===== src/rtl/branch_resolve_unit_pkg.sv =====
// ---------------------------------------------------------------------------
// branch_resolve_unit_pkg
// Definitions shared between the BHT predictor and its resolve/update side:
// BHT index width, PC width, in-flight entry layout, resolve FSM encodings
// and the PC-to-BHT-index slice.
// ---------------------------------------------------------------------------
package branch_resolve_unit_pkg;

    localparam int unsigned LOWER   = 5;           // BHT index width
    localparam int unsigned PC_W    = 32;          // PC / target width
    localparam int unsigned ENTRY_W = 2*PC_W + 1;  // {pc, taken, target}

    typedef enum logic [1:0] {
        IDLE   = 2'd0,
        ACTIVE = 2'd1,
        FLUSH  = 2'd2
    } bru_state_t;

    // One in-flight prediction as recorded at fetch.
    typedef struct packed {
        logic [PC_W-1:0] pc;
        logic            taken;
        logic [PC_W-1:0] target;
    } bp_entry_t;

    // BHT index of a word-aligned PC; the predictor uses the same slice.
    function automatic logic [LOWER-1:0] bht_index(input logic [PC_W-1:0] pc);
        return pc[LOWER+1:2];
    endfunction

endpackage


===== src/rtl/branch_resolve_unit_pred_queue.sv =====
// ---------------------------------------------------------------------------
// branch_resolve_unit_pred_queue
// In-order FIFO of in-flight predictions.
//   clk, arst   : clock, async active-high reset
//   i_push      : write i_wdata (ignored when full or clearing)
//   i_pop       : drop the head entry (ignored when empty or clearing)
//   i_clear     : discard every entry, takes priority over push/pop
//   o_rdata_c   : head entry (combinational read)
//   o_count     : number of valid entries
//   o_full_c    : count == DEPTH
//   o_empty_c   : count == 0
// ---------------------------------------------------------------------------
module branch_resolve_unit_pred_queue #(
    parameter  int unsigned WIDTH = 8,
    parameter  int unsigned DEPTH = 4,
    localparam int unsigned PTR_W = $clog2(DEPTH),
    localparam int unsigned CNT_W = PTR_W + 1
) (
    input  logic             clk,
    input  logic             arst,
    input  logic             i_push,
    input  logic [WIDTH-1:0] i_wdata,
    input  logic             i_pop,
    input  logic             i_clear,
    output logic [WIDTH-1:0] o_rdata_c,
    output logic [CNT_W-1:0] o_count,
    output logic             o_full_c,
    output logic             o_empty_c
);

    logic [WIDTH-1:0] r_mem [DEPTH];
    logic [PTR_W-1:0] r_wr_ptr;
    logic [PTR_W-1:0] r_rd_ptr;
    logic [CNT_W-1:0] r_count;
    logic             w_push;
    logic             w_pop;

    assign w_push = i_push & ~o_full_c  & ~i_clear;
    assign w_pop  = i_pop  & ~o_empty_c & ~i_clear;

    // Pointers wrap naturally because DEPTH is a power of two.
    always_ff @(posedge clk or posedge arst) begin
        if (arst) begin
            r_wr_ptr <= '0;
            r_rd_ptr <= '0;
            r_count  <= '0;
        end else if (i_clear) begin
            r_wr_ptr <= '0;
            r_rd_ptr <= '0;
            r_count  <= '0;
        end else begin
            if (w_push) r_wr_ptr <= r_wr_ptr + PTR_W'(1);
            if (w_pop)  r_rd_ptr <= r_rd_ptr + PTR_W'(1);
            case ({w_push, w_pop})
                2'b10:   r_count <= r_count + CNT_W'(1);
                2'b01:   r_count <= r_count - CNT_W'(1);
                default: r_count <= r_count;
            endcase
        end
    end

    // Storage needs no reset; validity is tracked by the count.
    always_ff @(posedge clk) begin
        if (w_push) r_mem[r_wr_ptr] <= i_wdata;
    end

    assign o_rdata_c = r_mem[r_rd_ptr];
    assign o_count   = r_count;
    assign o_full_c  = (r_count == CNT_W'(DEPTH));
    assign o_empty_c = (r_count == '0);

endmodule


===== src/rtl/branch_resolve_unit.sv =====
// ---------------------------------------------------------------------------
// branch_resolve_unit
// Resolve/update side of the 2-bit BHT. Queues predictions from fetch,
// compares each against the execute-stage outcome, writes the BHT and
// raises a one-cycle mispredict with the redirect PC.
//   clk, arst                       : clock, async active-high reset
//   pred_valid/pc/taken/target      : prediction issued at fetch
//   pred_ready                      : queue accepts a prediction
//   res_valid/taken/target          : resolution of the oldest branch
//   bht_en/write_addr/was_taken     : BHT update port (registered)
//   mispredict, redirect_pc         : flush pulse and restart PC (registered)
//   empty                           : no branches in flight
//   underflow_err                   : sticky, resolve seen with nothing queued
//   branch_cnt, mispred_cnt         : saturating statistics
// ---------------------------------------------------------------------------
module branch_resolve_unit
    import branch_resolve_unit_pkg::*;
#(
    parameter int unsigned DEPTH = 4,
    parameter int unsigned CNT_W = 16
) (
    input  logic             clk,
    input  logic             arst,
    input  logic             pred_valid,
    input  logic [PC_W-1:0]  pred_pc,
    input  logic             pred_taken,
    input  logic [PC_W-1:0]  pred_target,
    output logic             pred_ready,
    input  logic             res_valid,
    input  logic             res_taken,
    input  logic [PC_W-1:0]  res_target,
    output logic             bht_en,
    output logic [LOWER-1:0] bht_write_addr,
    output logic             bht_was_taken,
    output logic             mispredict,
    output logic [PC_W-1:0]  redirect_pc,
    output logic             empty,
    output logic             underflow_err,
    output logic [CNT_W-1:0] branch_cnt,
    output logic [CNT_W-1:0] mispred_cnt
);

    localparam int unsigned QCNT_W = $clog2(DEPTH) + 1;

    bru_state_t        r_state;
    logic              r_bht_en;
    logic [LOWER-1:0]  r_bht_write_addr;
    logic              r_bht_was_taken;
    logic              r_mispredict;
    logic [PC_W-1:0]   r_redirect_pc;
    logic              r_underflow_err;
    logic [CNT_W-1:0]  r_branch_cnt;
    logic [CNT_W-1:0]  r_mispred_cnt;

    bp_entry_t         w_wdata;
    bp_entry_t         w_head;
    logic [QCNT_W-1:0] w_count;
    logic              w_full;
    logic              w_empty;
    logic              w_ready;
    logic              w_push;
    logic              w_pop;
    logic              w_mispred;
    logic              w_underflow;

    assign w_wdata = '{pc: pred_pc, taken: pred_taken, target: pred_target};

    // No full-queue bypass: readiness depends on registered state only.
    assign w_ready = ~w_full & (r_state != FLUSH);
    assign w_push  = pred_valid & w_ready;
    assign w_pop   = res_valid & ~w_empty;

    // Direction mismatch, or both taken but to different targets.
    assign w_mispred = w_pop &
                       ((res_taken != w_head.taken) |
                        (res_taken & w_head.taken & (res_target != w_head.target)));

    // Queue is already empty during FLUSH, so only the state check is extra.
    assign w_underflow = res_valid & w_empty & (r_state != FLUSH);

    // A mispredict clears the wrong-path entries and drops a same-cycle push.
    branch_resolve_unit_pred_queue #(
        .WIDTH (ENTRY_W),
        .DEPTH (DEPTH)
    ) u_pred_queue (
        .clk       (clk),
        .arst      (arst),
        .i_push    (w_push),
        .i_wdata   (w_wdata),
        .i_pop     (w_pop),
        .i_clear   (w_mispred),
        .o_rdata_c (w_head),
        .o_count   (w_count),
        .o_full_c  (w_full),
        .o_empty_c (w_empty)
    );

    // Resolve FSM, registered BHT/redirect outputs and statistics.
    always_ff @(posedge clk or posedge arst) begin
        if (arst) begin
            r_state          <= IDLE;
            r_bht_en         <= 1'b0;
            r_bht_write_addr <= '0;
            r_bht_was_taken  <= 1'b0;
            r_mispredict     <= 1'b0;
            r_redirect_pc    <= '0;
            r_underflow_err  <= 1'b0;
            r_branch_cnt     <= '0;
            r_mispred_cnt    <= '0;
        end else begin
            case (r_state)
                FLUSH:   r_state <= IDLE;
                default: begin
                    if (w_mispred)
                        r_state <= FLUSH;
                    else if (w_push)
                        r_state <= ACTIVE;
                    else if (w_pop && (w_count == QCNT_W'(1)))
                        r_state <= IDLE;
                end
            endcase

            r_bht_en     <= w_pop;
            r_mispredict <= w_mispred;
            if (w_pop) begin
                r_bht_write_addr <= bht_index(w_head.pc);
                r_bht_was_taken  <= res_taken;
                r_redirect_pc    <= res_taken ? res_target : w_head.pc + PC_W'(4);
            end

            if (w_underflow) r_underflow_err <= 1'b1;

            if (w_pop && (r_branch_cnt != {CNT_W{1'b1}}))
                r_branch_cnt <= r_branch_cnt + CNT_W'(1);
            if (w_mispred && (r_mispred_cnt != {CNT_W{1'b1}}))
                r_mispred_cnt <= r_mispred_cnt + CNT_W'(1);
        end
    end

    assign pred_ready     = w_ready;
    assign empty          = w_empty;
    assign bht_en         = r_bht_en;
    assign bht_write_addr = r_bht_write_addr;
    assign bht_was_taken  = r_bht_was_taken;
    assign mispredict     = r_mispredict;
    assign redirect_pc    = r_redirect_pc;
    assign underflow_err  = r_underflow_err;
    assign branch_cnt     = r_branch_cnt;
    assign mispred_cnt    = r_mispred_cnt;

endmodule


===== config.mk =====
export PLATFORM = sky130hd
export DESIGN_NAME = branch_resolve_unit
export DESIGN_NICKNAME = d
export VERILOG_FILES = /design/src/rtl/branch_resolve_unit_pkg.sv /design/src/rtl/branch_resolve_unit_pred_queue.sv /design/src/rtl/branch_resolve_unit.sv
export SDC_FILE = /design/constraint.sdc
export NUM_CORES = 1
export LEC_CHECK = 0
export BUFFER_PORTS_ARGS = -buffer_cell sky130_fd_sc_hd__buf_2
export CAP_MARGIN = 20
export CORE_MARGIN = 3
export CORE_UTILIZATION = 47
export CTS_CLUSTER_DIAMETER = 80
export DETAILED_ROUTE_END_ITERATION = 16
export PLACE_DENSITY = 0.67
export RECOVER_POWER = 25
export SKIP_LAST_GASP = 1
export SYNTH_ARGS = -nofsm -noshare
export SYNTH_HDL_FRONTEND = slang
export SYNTH_SLANG_ARGS = --single-unit

===== constraint.sdc =====
create_clock -name clk -period 11.75 [get_ports clk]
set_clock_uncertainty 0.1 [all_clocks]
set_input_delay 1.7625 -clock clk [delete_from_list [all_inputs] [get_ports clk]]
set_output_delay 1.7625 -clock clk [all_outputs]
set_load 0.03 [all_outputs]

# == After elaboration in Yosys (flattened, before gate mapping) ==
# Memory sizes are Yosys's and may differ from the RTL's.
# Cells that the tools add are included.
# word_totals
reg_bits,82
ramBits,260
inputBits,102
output_inout_bits,75
memories,1
# op_classes
add_sub_neg,7
n_eq_ne,10
mux,13
bitwise_logic,16
reduce_logical,8
# mem_list
name,depth,word_bits,rd,rd_ports_with_merged_regs,wr,line_no,text
u_pred_queue.r_mem,4,65,1,0,1,branch_resolve_unit_pred_queue.sv:31,logic [WIDTH-1:0] r_mem [DEPTH];
# op_table
operator,count
"16-bit by 1-bit adder with 16-bit output, second input constant",2
"32-bit by 3-bit adder with 32-bit output, second input constant",1
32-bit two-way mux,1
"16-bit != test, second input constant",2
32-bit != test,1
2-bit two-way mux,8
1-bit AND,12
3-bit one-hot mux with 2 select lines,1
"2-bit by 1-bit adder with 2-bit output, second input constant",2
"2-bit == test, second input constant",2
2-bit nonzero test,2
4-bit nonzero test,1
"3-bit by 1-bit adder with 3-bit output, second input constant",1
"3-bit by 1-bit == test with 1-bit output, second input constant",1
"3-bit == test, second input constant",1
1-bit logical AND,3
3-bit logical NOT,1
3-bit two-way mux,1
1-bit inverter,3
3-bit nonzero test,1
"3-bit by 1-bit subtractor with 3-bit output, second input constant",1
"2-bit by 1-bit == test with 1-bit output, second input constant",1
1-bit two-way mux,2
"2-bit != test, second input constant",1
2 further kinds,2

# == Logic depth before layout (Yosys ltp) ==
# Gate-level depths: netlist of the first run.
# An unclocked memory read counts as a cell.
# logic_depth
word_depth,10
depth_mapped,16
mapped_depth_nobuf,12

# == By module ==
# From an unflattened synthesis of the first run, not the netlist that was laid out.
# unflattened
cells_unflattened,864
area_unflattened_um2,14247.4
# by_module_without_submodules
module,instances,cells_per_inst,area_per_inst_um2
branch_resolve_unit_pred_queue,1,407,9993.3
branch_resolve_unit,1,457,4254.1

# == Least setup slack after synthesis of the first run ==
# Ideal clock, no wire load.
# synth_path
kind,input port to flip-flop
startpoint,in res_target[10]
endpoint,"mem u_pred_queue.r_mem[0][0] in the netlist's numbering, enable pin"
setup_ns,0.489
arrival_ns,5.691
slack_ns,5.471
cell_stages,8
n_path_buf,1
cell_sequence,xnor2_1 > nand4_1 > nor4_1 > a21boi_2 > o21ai_4 > buf_6 > nand3_2 > nor2_1
# synth_between
elab_chain_len,8
# synth_lines
item,line_no,text
from (decl),branch_resolve_unit.sv:31,"input logic [PC_W-1:0] res_target,"
32-bit != test,branch_resolve_unit.sv:76,(res_taken & w_head.taken & (res_target != w_head.target)));
1-bit AND,branch_resolve_unit.sv:76,
1-bit OR,branch_resolve_unit.sv:75,((res_taken != w_head.taken) |
1-bit AND,branch_resolve_unit.sv:74,assign w_mispred = w_pop &
1-bit inverter,branch_resolve_unit_pred_queue.sv:38,assign w_push = i_push & ~o_full_c & ~i_clear;
1-bit AND,branch_resolve_unit_pred_queue.sv:38,
1-bit two-way mux,branch_resolve_unit_pred_queue.sv:64,if (w_push) r_mem[r_wr_ptr] <= i_wdata;
1-bit two-way mux (implied by the code),branch_resolve_unit_pred_queue.sv:64,
to (decl),branch_resolve_unit_pred_queue.sv:31,
# Every way passes these cells.

# == Worst setup path after layout of the first run ==
# layout_path
startpoint,reg u_pred_queue.r_rd_ptr[0]
endpoint,"mem u_pred_queue.r_mem[1][10] in the netlist's numbering, enable pin"
# layout_between
elab_chain_len,9
word_cells_on_any_way,11
# layout_lines
item,line_no,text
from (decl),branch_resolve_unit_pred_queue.sv:33,logic [PTR_W-1:0] r_rd_ptr;
from (signal assigned),branch_resolve_unit_pred_queue.sv:53,if (w_pop) r_rd_ptr <= r_rd_ptr + PTR_W'(1);
memory 4 x 65 bit *,--,
32-bit != test / 1-bit AND (equally long branches),branch_resolve_unit.sv:76,
1-bit AND,branch_resolve_unit.sv:76,
1-bit OR *,branch_resolve_unit.sv:75,
1-bit AND *,branch_resolve_unit.sv:74,
1-bit inverter *,branch_resolve_unit_pred_queue.sv:38,
1-bit AND *,branch_resolve_unit_pred_queue.sv:38,
1-bit two-way mux *,branch_resolve_unit_pred_queue.sv:64,
1-bit two-way mux (implied by the code) *,branch_resolve_unit_pred_queue.sv:64,
# Every way passes the cells marked *; elsewhere a longest branch is shown, timed or not.

==> run metrics, run 1 <==
end of the critical path=u_pred_queue.r_mem[1][10]$_DFFE_PP_; cts-stage hold buffer count=0; RSZ-0062 raised after global routing=false; drt wl/cell=21.6 µm; htree depth=2; DRT Pass-1 Iters=6; Worst Setup SP=u_pred_queue.r_rd_ptr[0]$_DFFE_PP0P_; dominant synthesized flop cell=edfxtp_1; synth warn=0; crit path max fanout=46; Layout Area Growth over Synthesis=16.7%; post-synthesis sequential area ratio=0.697; Starting Density=0.485; Detail Route Antenna Nets=0; fin crit period=5460 ps; CTS resizes=0; Max Slew Vio Count=0; post-CTS setup buffers=0; Critical Path Most Common Cell=buf_4; GP Congestion=0.809; row count=62; endpoints failing setup=0; Port-buffer cells=176; initial antenna violation count=1; Slew headroom=0.322; clock slew at reported path FFs=60 ps; CTS root buffer=clkbuf_16; PwrDens=239 nW/µm²; Post-synth ARST share=0.240; TritonCTS buffer count=36; CP endpoint kind=flip-flop; Crit-path slowest cell=dfrtp_4; Post-synth EDFFs=260; share of cells above drive strength 1=0.262; Slew @ Worst Pin=1020 ps; Final Hold Viols=0; reg-to-reg setup timing slack=6290 ps; Chip Width=180 µm; cell count after synthesis=855; Post-Layout Cell Count=1458; worst r2r src=u_pred_queue.r_rd_ptr[0]$_DFFE_PP0P_; area share of the leading cell type in the synthesized netlist=0.552; syn_nets=970; Max Cap Viol=0; largest net degree at the start of global routing=72; Clk Latency, worst-skew pair=510 ps; Critical Path, Cell by Cell=buf_4 > mux4_2 > xnor2_1 > nand4_1 > nor4_1 > a21boi_2 > o21ai_4 > nand3_2 > nor2_4 > buf_4; FF+latch count, synth=342; total grt overflow=0; Period Utilization, post-route=0.465; synth top area cells=edfxtp_1, dfrtp_1, mux4_2; Filler Cells Inserted=2344; Nets=1162; worst path required time=11790 ps; WL final=31500 µm; Clock Tree Buf Depth=3; residual DRC count=0; vias in the first global route=7984; die height=180 µm; setup_tns=0 ps; Core Box Area=29200 µm²; Hold Path Class=flip-flop to flip-flop; HP Start=underflow_err$_DFFE_PP0P_; Tot GR Track Use=0.191; CTS Sinks=342; worst setup path class=flip-flop to flip-flop; CTS tree=done; Critical Path Max Stage Delay=850 ps; Post-DP HPWL=21200 µm; cell accounting for the most synthesized area=edfxtp_1; via density per instance=5.43; Starting DRT DRC Count=617; Boundary Pins=177; Fmax=183 MHz; synthesized area=14100 µm²; peak supply drop=0.159 mV; mean cell area of the mapped netlist=16.5 µm²; Post-Place Cells=1393; Worst Reg-to-Reg Cells=10; post-synthesis cell type count=52; type of origin of the critical path=flip-flop; worst reg2reg path endpoint=u_pred_queue.r_mem[1][10]$_DFFE_PP_; total number of vias=7920; Die ar.=32200 µm²; worst path arrival time=5500 ps; LEAKAGE=6.05 nW; status=finished, final reports clean; first-pass GRT wire length=47800 µm
layout make-up:
type / count / area (µm²) / area share
sequential: 342 / 9860 / 0.597
clock inverter: 10 / 76.3 / 0.00462
multi-input combinational: 460 / 4040 / 0.245
tap: 384 / 480 / 0.0291
clock buffer: 54 / 1070 / 0.0648
inverter: 22 / 83.8 / 0.00508
antenna: 1 / 2.50 / 0.000152
timing repair buffer: 185 / 891 / 0.0540
where the power goes:
part	switching [mW]	total (mW)	internal [mW]	leakage [nW]
Combinational	0.730	1.16	0.425	2.09
Clock	0.437	1.09	0.650	0.559
Sequential	0.128	1.70	1.57	3.40
Total	1.29	3.94	2.65	6.05
worst min-delay path by stage:
stage,endpoint,slack [ps],cells past startpoint
CTS,underflow_err$_DFFE_PP0P_,370,1
global placement,underflow_err$_DFFE_PP0P_,350,1
finish,underflow_err$_DFFE_PP0P_,370,1
global route,underflow_err$_DFFE_PP0P_,390,1
floorplan,r_state[0]$_DFFE_PP0P_,390,2
detailed placement,bht_write_addr[1]$_DFFE_PP0P_,360,2
synthesized netlist by cell type, types with 3 or more instances:
library cell,number
o21ai_0,23
nand2_1,78
mux2_2,3
inv_1,21
nor4_1,6
nand4_1,17
nor2_1,47
nor3_1,9
o21ai_1,10
buf_2,9
edfxtp_1,260
mux2i_1,18
a21oi_1,19
mux2_1,4
and3_1,7
buf_1,3
clkbuf_1,10
mux4_2,65
xor2_1,33
a31oi_1,3
buf_6,7
nand3_1,18
xnor2_1,55
dfrtp_1,82
ha_1,13
registers in the layout, indices dropped and copies added, names as in the netlist, 3 cells and up:
register	cells
branch_cnt	16
redirect_pc	32
u_pred_queue.r_mem	260
u_pred_queue.o_count	3
mispred_cnt	16
bht_write_addr	5
cell families (layout without fill, tap and decap cells):
logic type	Yosys count	count (layout)	synth area share
other	0	1	0
DFF	342	342	0.697
and+or+nand+nor	205	205	0.0699
buffers and inverters	53	271	0.0196
adders and majority gates	13	13	0.0115
muxes	90	90	0.122
AOI/OAI and AO/OA	64	64	0.0259
xor gates and xnor gates	88	88	0.0545
metal layers:
layer / vias up / share of wire / global-route usage
met4: 0 / 0.019 / 0.0455
met3: 44 / 0.079 / 0.0398
li1: 3612 / - / -
met1: 3954 / 0.42 / 0.273
met2: 310 / 0.48 / 0.306
met5: - / 0 / 0
critical path, delay by kind of cell (launching register included):
family	cells	cell delay [ps]
xor gates and xnor gates	1	140
DFF	1	850
AOI/OAI and AO/OA	2	570
and+or+nand+nor	4	1390
muxes	1	600
buffers and inverters	2	1370
cells in the final DEF, fill, tap and decap left out, types with 2 or more instances in the layout:
master / n
mux2_1: 4
mux4_2: 65
nor2_1: 43
nor4_1: 6
nor3_1: 9
edfxtp_1: 260
and4_1: 2
clkinvlp_4: 2
mux2_2: 3
nand2_2: 2
buf_4: 9
buf_2: 130
nand4_2: 2
xor2_1: 33
mux2i_1: 18
nand2b_1: 2
nor2_4: 4
clkbuf_8: 8
nor3_2: 2
and2_1: 2
a31oi_1: 3
a21boi_0: 2
a21oi_1: 19
clkbuf_16: 37
inv_1: 20
o31ai_1: 2
nand4_1: 17
ha_1: 13
nand2_1: 77
xnor2_1: 55
clkinv_1: 3
clkinv_2: 4
o21ai_0: 23
nand3_1: 18
or3_1: 2
and3_1: 7
dfrtp_1: 80
clkbuf_1: 55
o21ai_1: 10
stage by stage:
| step | hold WS [ps] | power [mW] | cell area, µm² | worst slack, ps | util |
|---|---|---|---|---|---|
| floorplan | 392 | 2.56 | 14100 | 5470 | - |
| global placement | 346 | 2.89 | 15400 | 6140 | 0.529 |
| detailed placement | 358 | 2.90 | 15400 | 6140 | 0.529 |
| CTS | 371 | 4.00 | 16600 | 6120 | 0.568 |
| global route | 387 | 4.15 | 16500 | 5740 | 0.566 |
| finish | 366 | 3.94 | 16500 | 6290 | 0.566 |
Power figures use the tool's default switching activity.
==> run 2: changes to the inputs <==
--- a/config.mk
+++ b/config.mk
@@ -11,7 +11,7 @@
 export CORE_UTILIZATION = 47
 export CTS_CLUSTER_DIAMETER = 80
 export DETAILED_ROUTE_END_ITERATION = 16
-export PLACE_DENSITY = 0.67
+export PLACE_DENSITY = 0.69
 export RECOVER_POWER = 25
 export SKIP_LAST_GASP = 1
 export SYNTH_ARGS = -nofsm -noshare
==> constraint.sdc (replaced) <==
create_clock -name clk -period 4.4 [get_ports clk]
set_clock_uncertainty 0.1 [all_clocks]
set_input_delay 0.66 -clock clk [delete_from_list [all_inputs] [get_ports clk]]
set_output_delay 0.66 -clock clk [all_outputs]
set_load 0.03 [all_outputs]
==> run 2 against run 1 <==
Net effect:
- highest routed layer unchanged
- sequential cell count unchanged
- total power rose to 2.7 times the previous value
- register-to-register slack worse by 5600 ps
- via count up 2.7%
- fmax up 46%
- sequential share of layout area down 0.55 points
- setup slack worse by 5600 ps
- largest cell class unchanged
==> run metrics, run 2 (synthesis results as in run 1) <==
design area=16700 µm²; WL final=32700 µm; Period Utilization, post-route=0.852; setup_tns=0 ps; fin crit period=3750 ps; status=finished, final reports clean; crit path max fanout=25; commonest cells after routing, fill and taps aside=edfxtp_1, buf_2, dfrtp_1; worst r2r src=u_pred_queue.r_rd_ptr[0]$_DFFE_PP0P_; Max Slew Vio Count=0; Boundary Pins=177; Layout Area Growth over Synthesis=17.8%; Filler Cells Inserted=2301; Clock Tree Buf Depth=3; Detail Route Antenna Nets=0; Nets=1174; area occupied by multi-input gates=4040 µm²; Critical Path Max Stage Delay=590 ps; Worst Setup SP=u_pred_queue.r_rd_ptr[0]$_DFFE_PP0P_; Fmax=267 MHz; total number of vias=8130; total grt overflow=0; TritonCTS buffer count=36; cts-stage hold buffer count=0; LEAKAGE=6.12 nW; Chip Width=180 µm; Worst Reg-to-Reg Cells=10; first-pass GRT wire length=50100 µm; clock slew at reported path FFs=60 ps; Critical Path Stages=10; residual DRC count=0; Most flops, register=u_pred_queue.r_mem; worst path arrival time=3860 ps; Post-DP HPWL=22800 µm; Largest delay share family, worst path=simple AND/OR/NAND/NOR gates; worst setup path class=flip-flop to flip-flop; drt wl/cell=22.2 µm; CTS Sinks=342; WP buf/inv=2; FF/Latch Area=9860 µm²; Crit-path slowest cell=dfrtp_4; DRT Pass-1 Iters=5; Placed Instance Area=15600 µm²; Final Hold Viols=0; Max Cap Viol=0; Slew @ Worst Pin=844 ps; PwrDens=634 nW/µm²; CTS resizes=0; reg-to-reg setup timing slack=650 ps; Slew headroom=0.433; RSZ-0062 raised after global routing=false; endpoints failing setup=0; CP endpoint kind=flip-flop; CTS root buffer=clkbuf_16; total power=10.6 mW; row count=62; Tot GR Track Use=0.202; worst reg2reg path endpoint=u_pred_queue.r_mem[0][23]$_DFFE_PP_; die height=180 µm; commonest non-fill, non-tap cell in the layout=edfxtp_1; Starting Density=0.485; share of cells above drive strength 1=0.270; post-CTS setup buffers=0; via density per instance=5.53; peak supply drop=0.427 mV; largest net degree at the start of global routing=71; GP Congestion=0.810; vias in the first global route=8237; ANT cells=0; Clk Latency, worst-skew pair=520 ps; worst path required time=4510 ps; end of the critical path=u_pred_queue.r_mem[0][23]$_DFFE_PP_; Critical Path, Cell by Cell=buf_4 > mux4_2 > xnor2_1 > nand4_1 > nor4_1 > a21boi_2 > o21ai_4 > nand3_2 > nor2_4 > buf_12; Starting DRT DRC Count=701; type of origin of the critical path=flip-flop; Port-buffer cells=176; Die ar.=32200 µm²; Core Box Area=29200 µm²; Hold Path Class=primary input to async pin; max FFs per register=260; initial antenna violation count=0; htree depth=2; CTS tree=done
==> run 2: report_power, final <==
part | internal, mW | switching, mW
Sequential | 4.20 | 0.322
Combinational | 1.21 | 1.97
Clock | 1.63 | 1.23
Total | 7.05 | 3.53
==> run 2: how the worst min path moves through the flow <==
stage	from	endpoint	slack [ps]	depth (start not counted)
CTS	arst	redirect_pc[30]$_DFFE_PP0P_	80	2
floorplan	r_state[0]$_DFFE_PP0P_	r_state[0]$_DFFE_PP0P_	390	2
finish	arst	branch_cnt[1]$_DFFE_PP0P_	70	2
detailed placement	bht_write_addr[0]$_DFFE_PP0P_	bht_write_addr[0]$_DFFE_PP0P_	360	2
global route	arst	branch_cnt[6]$_DFFE_PP0P_	100	2
global placement	bht_write_addr[2]$_DFFE_PP0P_	bht_write_addr[2]$_DFFE_PP0P_	360	2
==> run 2: worst register-to-register path: cells and delay by family, from the launching register on <==
| family | cells | cell delay, ps |
|---|---|---|
| mux | 1 | 550 |
| buf+inv | 2 | 570 |
| compound gates | 2 | 320 |
| flops | 1 | 590 |
| xor+xnor | 1 | 140 |
| simple gates | 4 | 1160 |
==> run 2: stage by stage <==
stage               hold slack, ps  std cells  worst slack, ps  utilization
global placement               359       1405              649        0.535
CTS                           77.3       1471              600        0.574
floorplan                      392        855             -476            -
finish                        71.3       1471              649        0.571
global route                   101       1471              414        0.571
detailed placement             363       1405              597        0.535
==> run 2: final cells by class <==
class / instances / area share
timing repair buffer: 197 / 0.0638
sequential: 342 / 0.592
clock inverter: 17 / 0.00706
tap: 384 / 0.0288
clock buffer: 49 / 0.0607
inverter: 22 / 0.00503
multi-input combinational: 460 / 0.243
==> run 2: layer usage <==
layer,share of wire,GRT usage
met1,0.43,0.291
met4,0.026,0.0606
met3,0.071,0.0398
met5,0,0
met2,0.47,0.315
==> run 3: changes to the inputs <==
--- a/config.mk
+++ b/config.mk
@@ -7,11 +7,14 @@
 export LEC_CHECK = 0
 export BUFFER_PORTS_ARGS = -buffer_cell sky130_fd_sc_hd__buf_2
 export CAP_MARGIN = 20
+export CELL_PAD_IN_SITES_DETAIL_PLACEMENT = 2
+export CELL_PAD_IN_SITES_GLOBAL_PLACEMENT = 2
 export CORE_MARGIN = 3
-export CORE_UTILIZATION = 47
+export CORE_UTILIZATION = 38
 export CTS_CLUSTER_DIAMETER = 80
 export DETAILED_ROUTE_END_ITERATION = 16
-export PLACE_DENSITY = 0.69
+export HOLD_SLACK_MARGIN = 0.1
+export PLACE_DENSITY_LB_ADDON = 0.1
 export RECOVER_POWER = 25
 export SKIP_LAST_GASP = 1
 export SYNTH_ARGS = -nofsm -noshare
==> run 3 against run 2 <==
Net effect:
- routed wire length up 24%
- setup slack better by 28 ps
- cell area up 1.5%
- first-iteration DRC count down 36%
- non-clock buffer count up 4
- cell count up 6.1%
- sequential cell count unchanged
- fmax up 0.76%
- critical path type unchanged
==> run metrics, run 3 (synthesis results as in run 1) <==
Clock Tree Buf Depth=3; drt wl/cell=26.0 µm; Critical Path, Cell by Cell=buf_4 > mux4_2 > xnor2_1 > nand4_1 > nor4_1 > a21boi_2 > o21ai_4 > nand3_2 > nor2_4 > buf_12; max FFs per register=260; sw power=3.77 mW; Hold Path Class=primary input to async pin; Max Cap Viol=0; CTS Sinks=342; post-CTS setup buffers=0; worst setup path class=flip-flop to flip-flop; residual DRC count=0; total number of vias=8269; Fmax=269 MHz; CTS tree=done; cts-stage hold buffer count=0; status=finished, final reports clean; TritonCTS buffer count=39; ANT cells=0; htree depth=2; part of the power in registers=0.408; LEAKAGE=6.20 nW; Critical Path Max Stage Delay=580 ps; initial antenna violation count=2; Setup WS post-layout=678 ps; Slew @ Worst Pin=906 ps; Starting DRT DRC Count=452; fin crit period=3720 ps; CTS resizes=0; Detail Route Antenna Nets=0; type of origin of the critical path=flip-flop; Slew headroom=0.396; Period Utilization, post-route=0.846; sw frac=0.339; largest net degree at the start of global routing=71; RSZ-0062 raised after global routing=false; design area=16900 µm²; Final Hold Viols=0; Max Slew Vio Count=0; Die ar.=39600 µm²; peak supply drop=0.377 mV; CTS root buffer=clkbuf_16; CP endpoint kind=flip-flop; Chip Width=199 µm; Post-Place Cells=1493; Crit-path slowest cell=dfrtp_4; clock slew at reported path FFs=60 ps; PwrDens=658 nW/µm²; GP Congestion=0.733; Fin Hold WS=218 ps; Nets=1181; Tot GR Track Use=0.210; Final Core Density=0.461; via density per instance=5.30; setup_tns=0 ps; total power=11.1 mW; Port-buffer cells=176; Clk Latency, worst-skew pair=550 ps; Layout Area Growth over Synthesis=19.6%; Filler Cells Inserted=3519; pre-CTS WS=654 ps; commonest cells after routing, fill and taps aside=edfxtp_1, buf_2, dfrtp_1; vias in the first global route=9302; Post-DP HPWL=28000 µm; die height=199 µm; worst path arrival time=3820 ps; DRT Pass-1 Iters=4; WL final=40600 µm; Worst Reg-to-Reg Cells=10; Critical Path Stages=10; first-pass GRT wire length=61100 µm; crit path max fanout=50; WP buf/inv=2; row count=70; Placed Instance Area=15700 µm²; commonest non-fill, non-tap cell in the layout=edfxtp_1; Post-Layout Cell Count=1561; Boundary Pins=177; endpoints failing setup=0; Core Box Area=36700 µm²; worst path required time=4500 ps; Clk pwr share=0.291; P_int=7.37 mW; share of cells above drive strength 1=0.270; Most flops, register=u_pred_queue.r_mem; Comb pwr share=0.302; Starting Density=0.386; total grt overflow=0; Largest delay share family, worst path=simple AND/OR/NAND/NOR gates
-- run 3: changes by cell type in the layout (fill, tap and decap cells not counted), moves of 2 or more --
cell	before	now
clkinv_2	10	5
buf_4	14	19
clkinv_4	2	0
inv_6	0	2
clkinv_1	0	4
clkinvlp_4	3	0
bufinv_16	0	3
clkbuf_16	38	41
-- run 3: cell type report --
class | count | area (µm²) | share of cell area
Timing Repair Buffer | 201 | 1080 | 0.0638
Clock buffer | 53 | 1100 | 0.0651
Tap cell | 468 | 586 | 0.0346
Multi-Input combinational cell | 460 | 4040 | 0.239
Inverter | 22 | 85.1 | 0.00503
Clock inverter | 15 | 164 | 0.00969
Sequential cell | 342 | 9860 | 0.583
-- run 3: final timing paths --
check	startpoint	endpoint	slack (ps)
setup / recovery	u_pred_queue.r_rd_ptr[0]$_DFFE_PP0P_	u_pred_queue.r_mem[1][0]$_DFFE_PP_	680
hold / removal	arst	branch_cnt[5]$_DFFE_PP0P_	220
setup reg to reg	u_pred_queue.r_rd_ptr[0]$_DFFE_PP0P_	u_pred_queue.r_mem[1][0]$_DFFE_PP_	680
hold reg to reg	redirect_pc[9]$_DFFE_PP0P_	redirect_pc[9]$_DFFE_PP0P_	380
max in group asynchronous	arst	bht_en$_DFF_PP0_	3100
min in group clk	pred_pc[12]	u_pred_queue.r_mem[3][45]$_DFFE_PP_	260
-- run 3: power groups by stage --
stage               clock (mW)  combinational [mW]  sequential (mW)
floorplan                    0                1.88             4.93
global placement             0                3.36             4.57
detailed placement           0                3.43             4.60
CTS                       3.33                3.46             4.55
global route              3.46                3.68             4.61
finish                    3.24                3.36             4.54
-- run 3: layer usage --
metal  GRT usage  wire length [µm]  vias up
li1            -                 -     3642
met3      0.0378              1890       60
met5           0                17        -
met1       0.273             17100     4332
met2       0.363             20700      231
met4      0.0591               896        4
